==> src/rtl/sha256_block_builder.sv <==
// rtl/sha256_block_builder.sv - reads a message from memory and emits SHA-256 padded 512-bit blocks
module sha256_block_builder #(
  parameter int NUM_OF_WORDS = 20
) (
  input  logic         clk,
  input  logic         reset_n,
  input  logic         start,
  input  logic [15:0]  message_addr,
  output logic         mem_rd,
  output logic [15:0]  mem_addr,
  input  logic [31:0]  mem_read_data,
  output logic         blk_valid,
  input  logic         blk_ready,
  output logic [511:0] blk_data,
  output logic         blk_last,
  output logic         busy,
  output logic         done
);

  localparam int          NB        = (NUM_OF_WORDS + 2) / 16 + 1;
  localparam logic [15:0] MSG_WORDS = 16'(NUM_OF_WORDS);
  localparam logic [11:0] LAST_BLK  = 12'(NB - 1);
  localparam logic [31:0] LEN_BITS  = 32'(NUM_OF_WORDS * 32);
  localparam logic [31:0] PAD_MARK  = 32'h8000_0000;

  typedef enum logic [1:0] {S_IDLE, S_FILL, S_PRESENT, S_DONE} state_t;

  state_t       state, state_nxt;
  logic [15:0]  base_addr;
  logic [15:0]  mem_addr_q;
  logic [11:0]  blk_idx;
  logic [4:0]   slot;
  logic [511:0] blk_q;
  logic [15:0]  issue_g;
  logic [15:0]  cap_g;
  logic [3:0]   cap_j;
  logic         last_blk;
  logic [31:0]  cap_word;

  // Slot k issues word k; slot k+1 captures word k (slot 16 wraps cap_j to 15).
  assign issue_g  = {blk_idx, slot[3:0]};
  assign cap_j    = slot[3:0] - 4'd1;
  assign cap_g    = {blk_idx, cap_j};
  assign last_blk = (blk_idx == LAST_BLK);
  assign blk_data = blk_q;

  // Value of the word being captured: message data, pad marker, length or zero fill.
  always_comb begin
    cap_word = '0;
    if (cap_g < MSG_WORDS) begin
      cap_word = mem_read_data;
    end else if (cap_g == MSG_WORDS) begin
      cap_word = PAD_MARK;
    end else if (last_blk && (cap_j == 4'd15)) begin
      cap_word = LEN_BITS;
    end
  end

  // State register; reset aborts any message in flight.
  always_ff @(posedge clk or negedge reset_n) begin
    if (!reset_n) begin
      state <= S_IDLE;
    end else begin
      state <= state_nxt;
    end
  end

  // Next-state and output decode.
  always_comb begin
    state_nxt = state;
    mem_rd    = 1'b0;
    mem_addr  = mem_addr_q;
    blk_valid = 1'b0;
    blk_last  = 1'b0;
    busy      = 1'b0;
    done      = 1'b0;
    case (state)
      S_IDLE: begin
        if (start) begin
          state_nxt = S_FILL;
        end
      end
      S_FILL: begin
        busy = 1'b1;
        if (!slot[4] && (issue_g < MSG_WORDS)) begin
          mem_rd   = 1'b1;
          mem_addr = base_addr + issue_g;
        end
        if (slot == 5'd16) begin
          state_nxt = S_PRESENT;
        end
      end
      S_PRESENT: begin
        busy      = 1'b1;
        blk_valid = 1'b1;
        blk_last  = last_blk;
        if (blk_ready) begin
          state_nxt = last_blk ? S_DONE : S_FILL;
        end
      end
      S_DONE: begin
        done      = 1'b1;
        state_nxt = S_IDLE;
      end
      default: state_nxt = S_IDLE;
    endcase
  end

  // Datapath: latch base address, run the fill schedule, shift words into the block.
  always_ff @(posedge clk or negedge reset_n) begin
    if (!reset_n) begin
      base_addr  <= '0;
      mem_addr_q <= '0;
      blk_idx    <= '0;
      slot       <= '0;
      blk_q      <= '0;
    end else begin
      case (state)
        S_IDLE: begin
          if (start) begin
            base_addr <= message_addr;
            blk_idx   <= '0;
            slot      <= '0;
          end
        end
        S_FILL: begin
          if (mem_rd) begin
            mem_addr_q <= mem_addr;
          end
          if (slot != 5'd0) begin
            blk_q <= {blk_q[479:0], cap_word};
          end
          slot <= (slot == 5'd16) ? 5'd0 : slot + 5'd1;
        end
        S_PRESENT: begin
          if (blk_ready && !last_blk) begin
            blk_idx <= blk_idx + 12'd1;
          end
        end
        default: begin
        end
      endcase
    end
  end

endmodule

==> config.mk <==
export PLATFORM = sky130hd
export DESIGN_NAME = sha256_block_builder
export DESIGN_NICKNAME = d
export VERILOG_FILES = /design/src/rtl/sha256_block_builder.sv
export SDC_FILE = /design/constraint.sdc
export NUM_CORES = 1
export LEC_CHECK = 0
export ABC_AREA = 1
export BUFFER_PORTS_ARGS = -buffer_cell sky130_fd_sc_hd__buf_2
export CAP_MARGIN = 20
export CORE_ASPECT_RATIO = 0.8
export CORE_UTILIZATION = 33
export CTS_BUF_LIST = sky130_fd_sc_hd__clkbuf_8
export DETAILED_ROUTE_END_ITERATION = 6
export SLEW_MARGIN = 30
export SYNTH_ARGS = -nofsm -noshare
export SYNTH_HDL_FRONTEND = slang
export SYNTH_SLANG_ARGS = --single-unit
==> constraint.sdc <==
create_clock -name clk -period 2 [get_ports clk]
set_clock_uncertainty 0.2 [all_clocks]
set_input_delay 0.1 -clock clk [delete_from_list [all_inputs] [get_ports clk]]
set_output_delay 0.1 -clock clk [all_outputs]
set_load 0.05 [all_outputs]
### Word-level counts from Yosys, hierarchy flattened

Index checks and enable logic that the tools add are counted.

| storage, ports and cells | value |
|---|---|
| latch bits | 0 |
| memories kept | 0 |
| bits in registers | 563 |
| output and inout port bits | 533 |
| word-level logic and storage cells | 61 |
| bits in read-only memories | 0 |
| RAM bits | 0 |

| cells by class | value |
|---|---|
| equal/unequal tests | 11 |
| reductions and logical operators | 16 |
| divide/modulo/power cells | 0 |
| multiply operators | 0 |
| add/sub/neg operators | 4 |
| shifts and indexed selects | 0 |
| $lt $le $gt $ge | 2 |
| multiplexer cells | 22 |
| bitwise operators | 0 |

Operators by type and width:

| kind | count |
|---|---|
| $mux W32 | 2 |
| $lt A16 B5 Y1 const B | 2 |
| $mux W16 | 2 |
| $mux W12 | 2 |
| $pmux W12 S2 | 1 |
| $add A16 B16 Y16 | 1 |
| $eq A16 B5 Y1 const B | 1 |
| $add A12 B1 Y12 const B | 1 |
| $eq A12 B1 Y1 const B | 1 |
| $mux W10 | 1 |
| $mux W5 | 2 |
| $pmux W5 S2 | 1 |
| $mux W2 | 4 |
| $ne A2 B2 Y1 const B | 4 |
| $pmux W2 S4 | 1 |
| $reduce_and A2 Y1 | 4 |
| $mux W1 | 6 |
| $reduce_and A3 Y1 | 2 |
| $add A5 B1 Y5 const B | 1 |
| $eq A5 B5 Y1 const B | 1 |
| $reduce_bool A5 Y1 | 1 |
| $eq A2 B2 Y1 const B | 2 |
| $eq A4 B4 Y1 const B | 1 |
| $reduce_bool A2 Y1 | 2 |
| 6 further kinds | 9 |

### Logic depth before layout (Yosys ltp)

Gate-level depths: netlist of the first run.

| depth | value |
|---|---|
| depth in word-level cells | 6 |
| depth in mapped cells | 12 |

### Least setup slack after synthesis of the first run

No wires, ideal clock.

| timing path | value |
|---|---|
| path kind | register to output |
| start | register slot[0] |
| end | output port mem_addr[4] |
| data required time | 1700 ps |
| stages on the path, launching flop included | 8 |
| data arrival time | 2515 ps |
| slack | -815 ps |
| path through | dfrtp_1 > ha_1 > fa_1 > nand2_1 > nand2_1 > and2_1 > xnor2_1 > o21ai_0 |

| between the ends | value |
|---|---|
| longest elaborated chain between the ends | 4 |
| elaborated cells between the ends (all ways) | 5 |
| those cells by class | 1 x add/sub; 1 x order compare; 2 x mux; 1 x reduce/logical |

RTL lines:

| what | RTL line | text |
|---|---|---|
| from (decl) | 32 | `logic [4:0] slot;` |
| from (signal assigned) | 133 | `slot <= (slot == 5'd16) ? 5'd0 : slot + 5'd1;` |
| $lt A16 B5 Y1 | 85 | `if (!slot[4] && (issue_g < MSG_WORDS)) begin` |
| $logic_and A1 B1 Y1 | 85 |  |
| $mux W16 (*) | 85 |  |
| $mux W16 (*) | 77 | `case (state)` |
| to (decl) | 10 | `output logic [15:0] mem_addr,` |

Every way passes the cells marked *; elsewhere a longest branch is shown, timed or not.

### Worst setup path in the final report of the first run

| timing path | value |
|---|---|
| start | register slot[0] |
| end | output port mem_addr[12] |

Same word-level chain as after synthesis.

==> summary.md, run 1 <==
| Metric | Value |
|---|---|
| Critical Path AT | 2560 ps |
| Worst skew pair latency | 720 ps |
| Non-Filler Instances | 4652 |
| DRT Wirelength | 96200 um |
| GPL Wtd Cong | 0.880 |
| Netlist cell types | 37 |
| Power Dens Cells | 1660 mW/mm^2 |
| Combinational fraction of design power | 0.557 |
| CTS tree | built |
| Largest net degree at the start of global routing | 78 |
| Layout cells sized above 1 | 0.463 |
| Area after DPL | 0.0281 sq mm |
| Max VDD drop | 0.00105 V |
| Top cells by area, synth | dfrtp_1, nand2_1, inv_1 |
| Req. time, crit path | 1700 ps |
| Tmin final | 2860 ps |
| Worst slew pin tran | 558 ps |
| Final setup margin | -859 ps |
| DRC Markers | 0 |
| Sequential Area | 0.0141 sq mm |
| NetSw | 30.8 mW |
| Buffers on Ports | 584 |
| Number of flops mapped to enable cells by yosys | 0 |
| Htree depth | 3 |
| Vias | 22.5k |
| CTS clock-pin slew for the worst setup and hold paths | 60 ps |
| Failing checks | negative setup slack |
| Final slew viol count | 0 |
| Commonest non-fill, non-tap cell in the layout | nand2_1 |
| Sequential-to-total area share from yosys stat | 0.615 |
| Max transition margin | 0.625 |
| Post-Synthesis Cell Area | 0.0229 sq mm |
| #FFs+latches synth | 563 |
| Average routed wire per standard cell | 20.7 um |
| WS Path Type | reg -> out |
| Die width | 297 um |
| Post-route ant nets | 0 |
| Sw Ratio | 0.485 |
| Post-route clock period utilization | 1.43 |
| Clock Power Share | 0.162 |
| Syn-to-layout area delta | 66.8% |
| Syn avg cell area | 8.74 sq um |
| CP startpoint kind | register |
| Internal Power | 32.8 mW |
| Io pins | 585 |
| CTS root buffer | clkbuf_8 |
| Vias/cell | 4.83 |
| Final hold slack | 119 ps |
| Worst path cell trace | ha_2 -> fa_2 -> nand2_2 -> nand2_2 -> and2_4 -> nand2_4 -> nand2_4 -> nand2_4 -> buf_6 -> nand3_2 -> nand3_2 -> nand2_4 -> buf_8 |
| Dpl cells | 4169 |
| Critical path endpoint category | output pin |
| TritonCTS Buffers | 91 |
| Initial DRT Pass Iterations | 5 |
| Die H | 238 um |
| Worst Path Max Fanout | 2 |
| CTS Buffer Depth | 3 |
| Pre-CTS WS | -267 ps |
| Outcome | finished, violations left |
| Commonest non-fill, non-tap cells in the layout | nand2_1, buf_2, dfrtp_1 |
| Setup TNS | -307750 ps |
| Core Area | 0.0688 sq mm |
| DR iter-0 viols | 1513 |
| GRT Total Usage | 0.260 |
| Setup Viol. Count Final | 543 |
| Post-synth top area cell | dfrtp_1 |
| Flop pwr share | 0.281 |
| Worst hold path type | in -> reg |
| Die area | 0.0705 sq mm |
| Slowest-stage cell, CP | dfrtp_1 |
| Vias in the first global route | 22.2k |
| Design area | 0.0382 sq mm |
| Global-route wire length before repair | 138000 um |
| P_leak | 22.0 nW |
| Final Net Count | 3737 |
| RSZ-0062 raised after global routing | true |
| Finished Core Util | 0.556 |
| Fmax | 0.350 GHz |
| Clock Sinks | 563 |
| Max-Cap Viols | 0 |
| Area of the multi-input gates | 0.0101 sq mm |
| Most used cell, CP | nand2_4 |
| Post-Synthesis Cells | 2623 |
| Syn nets | 2701 |
| Asr flop ratio synth | 1.00 |
| Max stage delay on crit path | 390 ps |
| Ys flop type | dfrtp_1 |
| Syn. warnings | 0 |
| Initial core utilization | 0.333 |
| HPWL after detailed placement | 56200 um |
| Diode count | 0 |
| Final hold vios | 0 |
| GR Overflow Total | 0 |
| Post-synth top area share | 0.615 |
| # fillers | 5750 |
| Antenna violations before repair | 0 |
| Power, Total | 63.6 mW |
| Row count | 86 |
==> repair_timing <==
item                                    CTS  global route
pin swaps                               108           106
gates resized for setup                 567           538
setup buffers                            99            57
endpoints found under the setup margin  509           560
gates cloned                             91            19
hold endpoints to repair                630             0
hold buffers                             98             0
==> power by group through the flow <==
stage | clock (mW) | combinational [mW] | sequential (mW)
4_1_cts | 10.4 | 33.0 | 17.4
6_report | 10.3 | 35.4 | 17.8
2_1_floorplan | 0 | 8.23 | 25.1
5_1_grt | 11.0 | 37.0 | 18.1
3_3_place_gp | 0 | 24.0 | 17.2
3_5_place_dp | 0 | 24.1 | 17.2
==> registers in the layout, summed over array words and instances, names as in the netlist <==
signal,cells
blk_data,512
state,2
mem_addr_q,16
blk_idx,12
slot,5
base_addr,16
==> worst paths after layout <==
check | startpoint | to | slack, ps | depth (start not counted)
worst max-delay path | slot[0] | mem_addr[12] | -860 | 13
worst min-delay path | mem_read_data[31] | blk_data[31] | 120 | 6
worst max register to register | slot[1] | blk_data[416] | -680 | 19
worst min register to register | blk_data[505] | blk_data[505] | 280 | 2
max in group asynchronous | reset_n | blk_data[196] | 480 | 6
min in group asynchronous | reset_n | blk_data[376] | 410 | 4
==> worst max-delay path, delay by kind of cell (launching register included) <==
family | cells | cell delay, ps
adders and majority gates | 2 | 570
buffers and inverters | 2 | 230
DFF | 1 | 390
and+or+nand+nor | 9 | 680
==> metal layers <==
layer	up-vias	part of all wire	routed length, um	global-route usage
li1	10200	-	-	-
met1	11100	0.40	38200	0.333
met2	911	0.48	46600	0.421
met3	215	0.079	7570	0.0644
met4	0	0.039	3790	0.102
met5	-	0	0	0
==> Yosys cell counts, drive strengths merged, types with 2 or more instances <==
master  instances
a21oi          14
dfrtp         563
inv           144
o21ai         149
nand4           7
buf           111
clkbuf         11
xor2            6
or2             2
nor3            5
nand3          78
ha             25
nand2        1456
and2            2
nor2           33
nand3b          4
xnor2           6
==> layout make-up <==
type / instances / share of cell area
Timing Repair Buffer: 1055 / 0.267
Inverter: 145 / 0.0155
Clock inverter: 50 / 0.00828
Timing Repair inverter: 9 / 0.00596
Clock buffer: 112 / 0.0403
Tap cell: 924 / 0.0302
Multi-Input combinational cell: 1794 / 0.264
Sequential cell: 563 / 0.369
==> cell families (layout without fill, tap and decap cells) <==
| group | Yosys count | count (layout) | synth area share |
|---|---|---|---|
| AND/OR/NAND/NOR | 1588 | 1589 | 0.272 |
| flip-flops | 563 | 563 | 0.615 |
| buffers and inverters | 267 | 1371 | 0.0571 |
| AO/OA/AOI/OAI | 167 | 167 | 0.0372 |
| adder cells (fa/ha/maj) | 26 | 26 | 0.0145 |
| XOR/XNOR | 12 | 12 | 0.00459 |
Power figures use the tool's default switching activity.
==> run 2: changes to the inputs <==
CORE_MARGIN = 3   (was not set)
==> run 2 against run 1 <==
Compared with the run above:
- the flow still finishes with violations (negative setup slack)
- design area is 2.1% higher
- highest routed layer is now met5
- clock-buffer cell count is 14 higher
- clock power is 7% higher
- via count is 1.3% higher
- setup slack worse by 96 ps
- register-to-register slack better by 250 ps
- combinational power is 3% higher
- wire length is 3.5% higher
- die area is 3.1% higher
- critical path depth stayed put
- sequential power hardly changed
- hold slack better by 5.9 ps
==> summary.md, run 2 (synthesis results as in run 1) <==
| Metric | Value |
|---|---|
| Worst path cell trace | ha_4 -> fa_2 -> nand2_1 -> nand2_1 -> and2_4 -> nand2_4 -> nand2_4 -> nand2_2 -> buf_4 -> nand3_2 -> nand3_2 -> nand2_4 -> buf_8 |
| Max reg flops | 512 (unchanged) |
| Power Dens Cells | 1680 mW/mm^2 (+0.91%) |
| Worst slew pin tran | 441 ps (-118 ps) |
| CTS tree | built |
| Die width | 301 um (+1.3%) |
| Final Net Count | 3749 (+0.32%) |
| GPL Wtd Cong | 0.873 (-0.74%) |
| Clock Sinks | 563 (unchanged) |
| Final slew viol count | 0 (unchanged) |
| WS Path Type | reg -> out |
| Most used cell, CP | nand2_4 |
| DR iter-0 viols | 1674 (+11%) |
| Final hold vios | 0 (unchanged) |
| Max VDD drop | 0.00144 V (+37%) |
| RSZ-0062 raised after global routing | true |
| Initial DRT Pass Iterations | 6 (+1) |
| Commonest non-fill, non-tap cell in the layout | nand2_1 |
| Worst Path Max Fanout | 2 (unchanged) |
| Global-route wire length before repair | 139000 um (+0.49%) |
| # fillers | 5489 (-4.5%) |
| Critical path endpoint category | output pin |
| Core Area | 0.0680 sq mm (-1.2%) |
| GR Overflow Total | 0 (unchanged) |
| Failing checks | negative setup slack |
| Average routed wire per standard cell | 21.4 um (+3.4%) |
| Io pins | 585 (unchanged) |
| CTS clock-pin slew for the worst setup and hold paths | 60 ps (about the same) |
| Layout cells sized above 1 | 0.486 (+0.0223) |
| Clock Power Share | 0.168 (+0.006) |
| Vias/cell | 4.88 (+1.2%) |
| Max stage delay on crit path | 430 ps (+40 ps) |
| Htree depth | 3 (unchanged) |
| Row count | 85 (-1.2%) |
| Critical Path AT | 2660 ps (+100 ps) |
| Initial core utilization | 0.337 (+0.00392) |
| Largest net degree at the start of global routing | 73 (-6.4%) |
| Pre-CTS WS | -311 ps (-43.4 ps) |
| CP startpoint kind | register |
| CTS Buffer Depth | 3 (unchanged) |
| Fmax | 0.338 GHz (-3.2%) |
| Max-Cap Viols | 0 (unchanged) |
| Worst skew pair latency | 710 ps (about the same) |
| Internal Power | 34.0 mW (+3.8%) |
| Post-route clock period utilization | 1.48 (+0.0479) |
| DRC Markers | 0 (unchanged) |
| Req. time, crit path | 1700 ps (about the same) |
| HPWL after detailed placement | 57800 um (+2.8%) |
| NetSw | 31.5 mW (+2.1%) |
| CTS root buffer | clkbuf_8 |
| Tmin final | 2960 ps (+95.8 ps) |
| Die H | 242 um (+1.7%) |
| Die area | 0.0727 sq mm (+3.1%) |
| Combinational fraction of design power | 0.557 (about the same) |
| GRT Total Usage | 0.249 (-0.0110) |
| Slowest-stage cell, CP | dfrtp_1 |
| Buffers on Ports | 584 (unchanged) |
| Post-route ant nets | 0 (unchanged) |
| TritonCTS Buffers | 91 (unchanged) |
| P_leak | 22.6 nW (+2.6%) |
| Setup Viol. Count Final | 553 (+1.8%) |
| Vias in the first global route | 21.8k (-1.7%) |
| Vias | 22.7k (+1.3%) |
| Final setup margin | -955 ps (-95.8 ps) |
| Max transition margin | 0.704 (+0.0785) |
| Antenna violations before repair | 1 (+1) |
| Commonest non-fill, non-tap cells in the layout | nand2_1, buf_2, dfrtp_1 |
| DRT Wirelength | 99500 um (+3.5%) |
| Worst hold path type | in -> reg |
| Sw Ratio | 0.481 (-0.00419) |
| Syn-to-layout area delta | 70.3% |
| Finished Core Util | 0.574 (+0.0182) |
| Flop pwr share | 0.275 (-0.006) |
| Outcome | finished, violations left |
==> run 2: what timing repair did <==
item,CTS,global route
gates cloned,72,43
resized for setup,546,644
hold endpoints to repair,630,0
hold buffers,98,0
setup endpoints to repair,541,557
pin swaps,81,133
setup buffers,90,58
==> run 2: worst paths after layout <==
check                                       from       endpoint  slack, ps  cells past startpoint
max in group asynchronous                reset_n  blk_data[211]        690                      4
min in group asynchronous                reset_n  blk_data[376]        470                      4
worst max register to register           slot[1]   blk_data[25]       -430                     15
worst max-delay path                     slot[0]   mem_addr[12]       -960                     13
worst min-delay path            mem_read_data[7]    blk_data[7]        120                      6
worst min register to register     blk_data[175]  blk_data[207]        270                      2
==> run 2: critical path: cells and delay by family (launching register included) <==
| kind | cells | cell delay, ps |
|---|---|---|
| adders and majority gates | 2 | 570 |
| buffers and inverters | 2 | 240 |
| DFF | 1 | 430 |
| and+or+nand+nor | 9 | 710 |
==> run 2: metal layers <==
layer / share of wire / global-route usage / vias to the layer above
met5: 0.00013 / 0 / -
met3: 0.074 / 0.0609 / 210
met4: 0.034 / 0.0744 / 2
met1: 0.41 / 0.325 / 11300
met2: 0.48 / 0.410 / 954
li1: - / - / 10300
==> run 2: through the flow <==
step	instance area [sq um]	instances	hold WS, ps	setup TNS (ps)	power, mW
2_1_floorplan	23100	2623	-396	-276	33.4
3_3_place_gp	28100	4161	-148	-72720	41.4
3_5_place_dp	28100	4161	-135	-72700	41.6
4_1_cts	35800	4582	44.0	-181270	60.5
5_1_grt	39000	4657	115	-199310	68.0
6_report	39000	4658	125	-157200	65.5
==> run 2: layout make-up <==
cell class / instances / area [sq um] / area share
sequential: 563 / 14100 / 0.361
timing repair buffer: 1071 / 10500 / 0.269
multi-input combinational: 1793 / 10500 / 0.269
clock buffer: 126 / 1730 / 0.0445
tap: 913 / 1140 / 0.0293
inverter: 145 / 587 / 0.0150
clock inverter: 40 / 287 / 0.00734
timing repair inverter: 6 / 150 / 0.00385
antenna: 1 / 2.50 / 0.0000641
==> run 2: power by group through the flow <==
stage               logic [mW]  registers (mW)  clock network, mW
floorplan                 8.23            25.1                  0
global placement          24.2            17.2                  0
detailed placement        24.3            17.3                  0
CTS                       31.9            17.4               11.2
global route              38.0            18.3               11.7
finish                    36.5            18.0               11.0
==> run 3: changes to the inputs <==
--- a/config.mk
+++ b/config.mk
@@ -14,4 +14,5 @@
 export CTS_BUF_LIST = sky130_fd_sc_hd__clkbuf_8
 export DETAILED_ROUTE_END_ITERATION = 6
+export GPL_TIMING_DRIVEN = 0
 export SLEW_MARGIN = 30
 export SYNTH_ARGS = -nofsm -noshare
==> constraint.sdc (replaced) <==
create_clock -name clk -period 2 [get_ports clk]
set_clock_uncertainty 0.2 [all_clocks]
set_input_delay 0.2 -clock clk [delete_from_list [all_inputs] [get_ports clk]]
set_output_delay 0.2 -clock clk [all_outputs]
set_load 0.05 [all_outputs]
==> run 3 against run 2 <==
Compared with the run above:
- core utilization shrank 7.8 points
- combinational power is 18% lower
- clock-buffer cell count shrank 18
- the flow finishes with violations (negative hold slack, negative setup slack)
- sequential share of layout area grew 5.7 points
- critical path depth unchanged
- design area shrank 14%
==> summary.md, run 3 (synthesis results as in run 1) <==
| Metric | Value |
|---|---|
| Diode count | 0 (-1) |
| Failing checks | negative hold slack, negative setup slack |
| CTS root buffer | clkbuf_8 |
| WS Path Type | reg -> out |
| Layout cells sized above 1 | 0.338 (-0.147) |
| Vias in the first global route | 20.5k (-6.1%) |
| Tmin final | 3040 ps (+86.9 ps) |
| Reg2Reg Depth | 18 (+3) |
| Final hold slack | -451 ps (-575 ps) |
| Design area | 0.0337 sq mm (-14%) |
| Dpl cells | 4127 (-0.82%) |
| Syn-to-layout area delta | 47.3% |
| Worst hold path type | in -> async |
| DR iter-0 viols | 1486 (-11%) |
| Area after DPL | 0.0274 sq mm (-2.3%) |
| HPWL after detailed placement | 65200 um (+13%) |
| RSZ-0062 raised after global routing | true |
| Non-Filler Instances | 4485 (-3.7%) |
| Buffers on Ports | 584 (unchanged) |
| Global-route wire length before repair | 134000 um (-3.6%) |
| Final hold vios | 196 (+196) |
| Slowest-stage cell, CP | dfrtp_2 |
| Io pins | 585 (unchanged) |
| Post-route ant nets | 0 (unchanged) |
| DRT Wirelength | 92200 um (-7.3%) |
| Worst slew pin tran | 501 ps (+59.6 ps) |
| Fmax | 0.329 GHz (-2.9%) |
| Htree depth | 3 (unchanged) |
| Max transition margin | 0.666 (-0.0376) |
| Clock Sinks | 563 (unchanged) |
| Antenna violations before repair | 3 (+2) |
| P_leak | 19.3 nW (-15%) |
| WP buf/inv | 1 (-1) |
| GRT Total Usage | 0.242 (-0.00661) |
| GR Overflow Total | 0 (unchanged) |
| CTS Buffer Depth | 3 (unchanged) |
| Max reg flops | 512 (unchanged) |
| Vias/cell | 4.73 (-3.1%) |
| Post-CTS Hold Fix Bufs | 63 (-36%) |
| Commonest non-fill, non-tap cell in the layout | nand2_1 |
| Reg-to-reg slack, setup | -830 ps (-400 ps) |
| DRC Markers | 0 (unchanged) |
| Worst Path Max Fanout | 2 (unchanged) |
| Outcome | finished, violations left |
| CTS clock-pin slew for the worst setup and hold paths | 60 ps (about the same) |
| Largest net degree at the start of global routing | 83 (+14%) |
| Critical Path AT | 2640 ps (-20 ps) |
| TritonCTS Buffers | 93 (+2.2%) |
| Initial core utilization | 0.337 (unchanged) |
| Post-route clock period utilization | 1.52 (+0.0435) |
| Reg-to-reg endpoint | blk_data[5] |
| Die area | 0.0727 sq mm (unchanged) |
| CP startpoint kind | register |
| Final setup margin | -1040 ps (-86.9 ps) |
| Power, Total | 57.7 mW (-12%) |
| Worst reg2reg path startpoint | slot[0] |
| Commonest non-fill, non-tap cells in the layout | nand2_1, buf_2, dfrtp_1 |
| CTS tree | built |
| Average routed wire per standard cell | 20.6 um (-3.7%) |
| Final slew viol count | 0 (unchanged) |
| Final Net Count | 3585 (-4.4%) |
| Req. time, crit path | 1600 ps (-100 ps) |
| Setup Viol. Count Final | 568 (+2.7%) |
| Worst path cell trace | ha_4 -> fa_2 -> nand2_2 -> nand2_2 -> and2_4 -> nand2_4 -> nand2_4 -> nand2_2 -> nand2_1 -> nand2_1 -> nand3_2 -> nand2_4 -> buf_8 |
| Initial DRT Pass Iterations | 7 (+1) |
| Row count | 85 (unchanged) |
| GPL Wtd Cong | 0.900 (+3.1%) |
| Top Family by Delay on Critical Path | simple AND/OR/NAND/NOR gates |
| Vias | 21.2k (-6.7%) |
| Die width | 301 um (unchanged) |
| Max-Cap Viols | 0 (unchanged) |
| Max stage delay on crit path | 460 ps (+30 ps) |
| Core Area | 0.0680 sq mm (unchanged) |
| Power Dens Cells | 1710 mW/mm^2 (+1.8%) |
| Die H | 242 um (unchanged) |
| # fillers | 6342 (+16%) |
| Max VDD drop | 0.00109 V (-25%) |
| Critical path endpoint category | output pin |
| Pre-CTS WS | -1360 ps (-1050 ps) |
| Worst skew pair latency | 700 ps (about the same) |
run 3: changes by cell type in the layout (fill, tap and decap cells not counted), sizes merged:
cell / previous run / this run
buf: 938 / 802
bufbuf: 5 / 4
clkbuf: 157 / 153
clkinv: 18 / 11
clkinvlp: 5 / 3
diode: 1 / 0
dlygate4sd3: 97 / 59
inv: 166 / 182
run 3: worst reg2reg max path: cells and delay by family (launching register included):
| family | cells | cell delay, ps |
|---|---|---|
| flops | 1 | 460 |
| compound gates | 1 | 60 |
| buf+inv | 11 | 1390 |
| fa+ha+maj | 1 | 150 |
| simple gates | 5 | 450 |
run 3: repair_timing:
| action | CTS | global route |
|---|---|---|
| pin swaps | 41 | 45 |
| endpoints found under the hold margin | 250 | 196 |
| setup endpoints to repair | 592 | 651 |
| buffers inserted | 78 | 27 |
| resized for setup | 305 | 273 |
| gates cloned | 14 | 29 |
run 3: cell type report:
cell class                      instances  area (sq um)  area share
Inverter                              145           579      0.0172
Sequential cell                       563         14100       0.418
Clock inverter                         52           314     0.00931
Tap cell                              913          1140      0.0339
Timing Repair Buffer                  789          6000       0.178
Multi-Input combinational cell       1793          8530       0.253
Clock buffer                          108          1490      0.0440
Buffer                                121          1570      0.0466
Timing Repair inverter                  1          11.3    0.000334
run 3: through the flow:
step	setup TNS (ps)	utilization
3_5_place_dp	-327830	0.404
3_3_place_gp	-6732500	0.401
2_1_floorplan	-1110	-
6_report	-385440	0.497
5_1_grt	-444520	0.497
4_1_cts	-466570	0.472
run 3: worst max path at each step:
stage | from | end | slack [ps] | cells after the start
floorplan | slot[0] | mem_addr[8] | -210 | 9
global placement | reset_n | slot[2] | -12530 | 1
detailed placement | slot[1] | blk_data[34] | -1360 | 9
CTS | slot[0] | mem_addr[12] | -1080 | 13
global route | slot[0] | mem_addr[12] | -1170 | 13
finish | slot[0] | mem_addr[12] | -1040 | 13
run 3: report_power, final:
group / switching, mW / internal, mW / total, mW
Clock: 4.82 / 5.20 / 10.0
Combinational: 20.3 / 9.85 / 30.1
Sequential: 3.21 / 14.3 / 17.5
Total: 28.3 / 29.4 / 57.7
run 3: layer usage:
metal	share of wire	up-vias	GRT usage
li1	-	9885	-
met1	0.42	10300	0.323
met2	0.46	852	0.387
met3	0.083	153	0.0685
met4	0.030	2	0.0667
met5	0.00015	-	0
